<file path="src/rtl/if_stage.sv">
// Instruction fetch stage: owns the PC and the fetch/data phase bit, and loads the IF/ID register.
// Latency: an instruction at PC p reaches IF/ID two clocks after pc_out becomes p. Throughput is one instruction per two clocks.
// Backpressure: stall holds the PC and IF/ID on advance edges. A redirect overrides a stall and injects a bubble.
module if_stage #(
    parameter int              XLEN      = 32,
    parameter logic [XLEN-1:0] RESET_PC  = '0,
    parameter logic [31:0]     NOP_INSTR = 32'h0000_0033
) (
    input  logic            clk,
    input  logic            rst,
    output logic            tick_tock,
    output logic [XLEN-1:0] mem_addr,
    input  logic [31:0]     mem_rdata,
    input  logic            stall,
    input  logic            redirect_valid,
    input  logic [XLEN-1:0] redirect_pc,
    output logic [XLEN-1:0] pc_out,
    output logic [XLEN-1:0] IF_ID_PC,
    output logic [31:0]     IF_ID_Inst,
    output logic            IF_ID_valid,
    output logic            fetch_err,
    output logic [31:0]     fetched_count
);

    // Word captured on the fetch edge. It is consumed on the following advance edge.
    logic [31:0] fetch_buf;

    // The memory sees the fetch PC all the time.
    // While tick_tock is high, the top-level mux routes the data address to the memory instead.
    assign mem_addr = pc_out;

    // Phase toggle, plus a fetch-edge capture and an advance-edge update.
    // On the advance edge the priority is redirect, then stall, then a normal advance.
    always_ff @(posedge clk or posedge rst) begin
        if (rst) begin
            tick_tock     <= 1'b0;
            pc_out        <= RESET_PC;
            IF_ID_PC      <= '0;
            IF_ID_Inst    <= NOP_INSTR;
            IF_ID_valid   <= 1'b0;
            fetch_err     <= 1'b0;
            fetched_count <= '0;
            fetch_buf     <= NOP_INSTR;
        end else begin
            tick_tock <= ~tick_tock;
            if (!tick_tock) begin
                // Fetch edge: only the buffer moves. A stalled PC simply re-reads the same word.
                fetch_buf <= mem_rdata;
            end else if (redirect_valid) begin
                // The target is forced to word alignment. Any dropped low bits are flagged for one advance period.
                pc_out      <= {redirect_pc[XLEN-1:2], 2'b00};
                IF_ID_PC    <= '0;
                IF_ID_Inst  <= NOP_INSTR;
                IF_ID_valid <= 1'b0;
                fetch_err   <= |redirect_pc[1:0];
            end else if (stall) begin
                fetch_err <= 1'b0;
            end else begin
                IF_ID_Inst    <= fetch_buf;
                IF_ID_PC      <= pc_out;
                IF_ID_valid   <= 1'b1;
                pc_out        <= pc_out + XLEN'(4);
                fetched_count <= fetched_count + 32'd1;
                fetch_err     <= 1'b0;
            end
        end
    end

endmodule

</file>
<file path="config.mk">
export PLATFORM = sky130hd
export DESIGN_NAME = if_stage
export DESIGN_NICKNAME = d
export VERILOG_FILES = /design/src/rtl/if_stage.sv
export SDC_FILE = /design/constraint.sdc
export NUM_CORES = 1
export LEC_CHECK = 0
export ABC_AREA = 1
export CAP_MARGIN = 20
export CORE_ASPECT_RATIO = 1.25
export CORE_UTILIZATION = 49
export CTS_BUF_LIST = sky130_fd_sc_hd__clkbuf_8
export DETAILED_ROUTE_END_ITERATION = 6
export GPL_TIMING_DRIVEN = 0
export PLACE_DENSITY = 0.9
export SLEW_MARGIN = 20
export SYNTH_ARGS = -nofsm -noshare
export SYNTH_HDL_FRONTEND = slang
export SYNTH_SLANG_ARGS = --single-unit
</file>
<file path="constraint.sdc">
create_clock -name clk -period 6.3 [get_ports clk]
set_input_delay 1.26 -clock clk [delete_from_list [all_inputs] [get_ports clk]]
set_output_delay 1.26 -clock clk [all_outputs]
set_load 0.01 [all_outputs]
</file>
==> key figures <==
Status
  • Outcome: finished clean

Drt
  • DR WL/cell: 16.11 um
  • Final ANT Viol Nets: 0
  • Drt pass-1 iters: 6
  • Drt initial violations: 563
  • Vias: roughly 7400
  • DR vias/cell: 5.214
  • Routed Wire Length: roughly 23000 um
  • # DRC: 0

Global route
  • Vias in the first global route: between 7000 and 8000
  • First-pass GRT wire length: ~36000 um
  • Largest net degree at the start of global routing: between 80 and 90
  • Gr usage total: 0.2860
  • Remaining global-route overflow: 0
  • Initial antenna violation count: 1

Synthesis
  • Synth warn: 0
  • Sequential fraction of the synthesis area: 0.5134
  • Synth cell types: 40
  • Number of synthesized flops with an enable pin: 0
  • Post-synth top cells: 312 x nand2_1, 152 x dfrtp_1, 87 x nor2_1
  • Post-synth top area share: 0.4865
  • Average size of a mapped cell: approximately 8.3 um2
  • Seq cells post-synth: 160
  • Fraction of registers with async set/reset: 1.000
  • Synth area leaders: dfrtp_1 49%, nand2_1 15%, o21ai_0 4.9%, nor2_1 4.2%, buf_4 3.7%
  • Synth Flop Type: dfrtp_1
  • Mapped cell area: roughly 8000 um2
  • Area leader, netlist: dfrtp_1
  • Post-synthesis cell count: about 950
  • Top-count cell post-synth: nand2_1

Die
  • Number of I/O pins: approximately 230
  • Die ar.: around 16000 um2
  • Initial Util: 0.5022
  • Rows: between 50 and 60
  • Die Span X: 115.0 um
  • Core area: between 15000 and 20000 um2
  • Chip Height: 143.2 um

CTS
  • Clock root cell: clkbuf_8
  • Num Clock Sinks: 160
  • CTS resizes: 0
  • Hold Buf Count CTS: 0
  • TritonCTS clock tree: done
  • Maximum clock path buffer count: 2
  • Worst-Skew Late Latency: approximately 0.47 ns
  • Clk slew on worst S/H paths: about 0.09 ns
  • CTS Buf Count: 17
  • Postcts setup bufs: 0
  • H-tree depth: 4

Finish
  • Layout area overhead: 38.12%
  • NumNets Final: approximately 1300
  • Register Area: approximately 4000 um2
  • Layout cells sized above 1: 0.1060
  • Multi-input logic area: roughly 3100 um2
  • Fill cell count: around 1200

Setup path
  • Critical path data required time: about 5.0 ns
  • Setup crit start kind: flip-flop
  • Worst reg-to-reg path cell count: 10
  • WP data arrival: around 1.8 ns
  • WS Path Type: flip-flop to primary output
  • CP Capture Type: primary output
  • Worst-path fanout max: 9

Timing
  • Post-route setup slack: about 3.3 ns
  • Slew Limit Headroom: 0.5785
  • Post-route minimum period: 3.047 ns
  • Clk_skew: roughly 0.014 ns
  • Fin crit share: 0.4836
  • Setup violations, final: 0
  • Final Slew Violations: 0
  • Slew of the pin with the lowest slew margin: ~0.63 ns
  • Max Clk Rate: 328.2 MHz
  • Final Hold Fails: 0
  • RSZ-0062 raised after global routing: no

Worst hold path
  • Worst hold path class: flip-flop to flip-flop
  • Hold Crit Depth: 2

Placement
  • # port buffers: about 230
  • RePlAce Congestion: 0.9440
  • Placement Setup Slack: 3.030 ns
  • DP HPWL: 16910 um

Power and ir drop
  • Pwr dens: ~230 nW/um2
  • VDD IR-drop max: ~0.16 mV
  • Leak: approximately 0.0050 uW
  • Power, Total: approximately 2500 uW

Run
  • Max-cap violations: 0
metrics by stage:
| step | cells | setup TNS (ns) | hold WS, ns | instance area (um2) | utilization |
|---|---|---|---|---|---|
| 2_1_floorplan | 949 | 0 | 0.4475 | 7830 | - |
| 3_3_place_gp | 1387 | -205.15 | 0.4567 | 10360 | 0.6652 |
| 3_5_place_dp | 1388 | 0 | 0.4643 | 10390 | 0.6675 |
| 4_1_cts | 1420 | 0 | 0.4771 | 10800 | 0.6934 |
| 5_1_grt | 1421 | 0 | 0.4898 | 10800 | 0.6936 |
| 6_report | 1421 | 0 | 0.4797 | 10800 | 0.6936 |
cells by family after synthesis:
kind of cell	after synthesis	share of synthesized area
AO/OA/AOI/OAI	128	0.09393
XOR/XNOR	23	0.02673
adder cells (fa/ha/maj)	2	0.003200
buffers and inverters	144	0.08993
flip-flops	160	0.5134
other	1	0.0004796
AND/OR/NAND/NOR	488	0.2724
area by class of cell:
type / instances / share of cell area
antenna: 1 / 0.0002317
buffer: 65 / 0.03742
clock buffer: 18 / 0.02294
clock inverter: 14 / 0.01448
inverter: 79 / 0.02839
multi-input combinational: 645 / 0.2883
sequential: 160 / 0.3717
tap: 212 / 0.02456
timing repair buffer: 227 / 0.2120
worst max-delay path, stage by stage, from the launching register on:
cell             delay [ns]
dfrtp_1                0.61
buf_4                  0.18
clkdlybuf4s50_1        0.52
final timing paths:
check | startpoint | endpoint | slack, ns
min in group asynchronous | rst | IF_ID_PC[25]$_DFFE_PP0N_ | 1.26
max in group asynchronous | rst | fetch_buf[5]$_DFFE_PP1N_ | 4.23
setup / recovery | mem_addr[4]$_DFFE_PP0N_ | pc_out[4] | 3.25
hold / removal | fetch_buf[0]$_DFFE_PP1N_ | fetch_buf[0]$_DFFE_PP1N_ | 0.48
setup reg to reg | mem_addr[3]$_DFFE_PP0N_ | mem_addr[22]$_DFFE_PP0N_ | 4.21
hold reg to reg | fetch_buf[0]$_DFFE_PP1N_ | fetch_buf[0]$_DFFE_PP1N_ | 0.48
where the power goes:
part	internal [uW]	switching, uW	total (uW)
registers	1100	89.9	1190
logic	286	259	545
clock network	369	414	783
total	1760	764	2520
layer usage:
metal,part of all wire,vias up,track usage,routed length (um)
met5,0,-,0,0
met4,0.044,0,0.1517,1014
met3,0.085,80,0.07513,1955
met2,0.49,363,0.4651,11110
met1,0.39,3504,0.3465,8818
li1,-,3462,-,-
layout by cell type (no fill, tap or decap), types with 4 or more instances in the layout:
cell type	synthesis	final
a21oi_1	21	21
a22o_1	12	12
buf_2	11	11
buf_4	39	39
clkbuf_1	15	15
clkbuf_8	0	18
clkdlybuf4s50_1	0	226
conb_1	1	4
dfrtp_1	152	152
dfstp_2	8	8
inv_1	73	72
inv_2	5	5
nand2_1	312	312
nand2_4	4	4
nand3_1	38	38
nand3b_1	7	7
nand4_1	7	7
nor2_1	87	87
nor2_2	10	10
nor2_4	5	5
nor2_8	4	4
o211ai_1	8	8
o21ai_0	76	76
o22a_1	4	4
xnor2_1	8	8
xor2_1	14	14
flip-flops by register name, indices dropped and copies added, names as in the netlist:
register       count
IF_ID_Inst        32
IF_ID_PC          31
IF_ID_valid        1
fetch_buf         32
fetch_err          1
fetched_count     32
mem_addr          30
tick_tock          1
(Power assumes the default switching activity.)
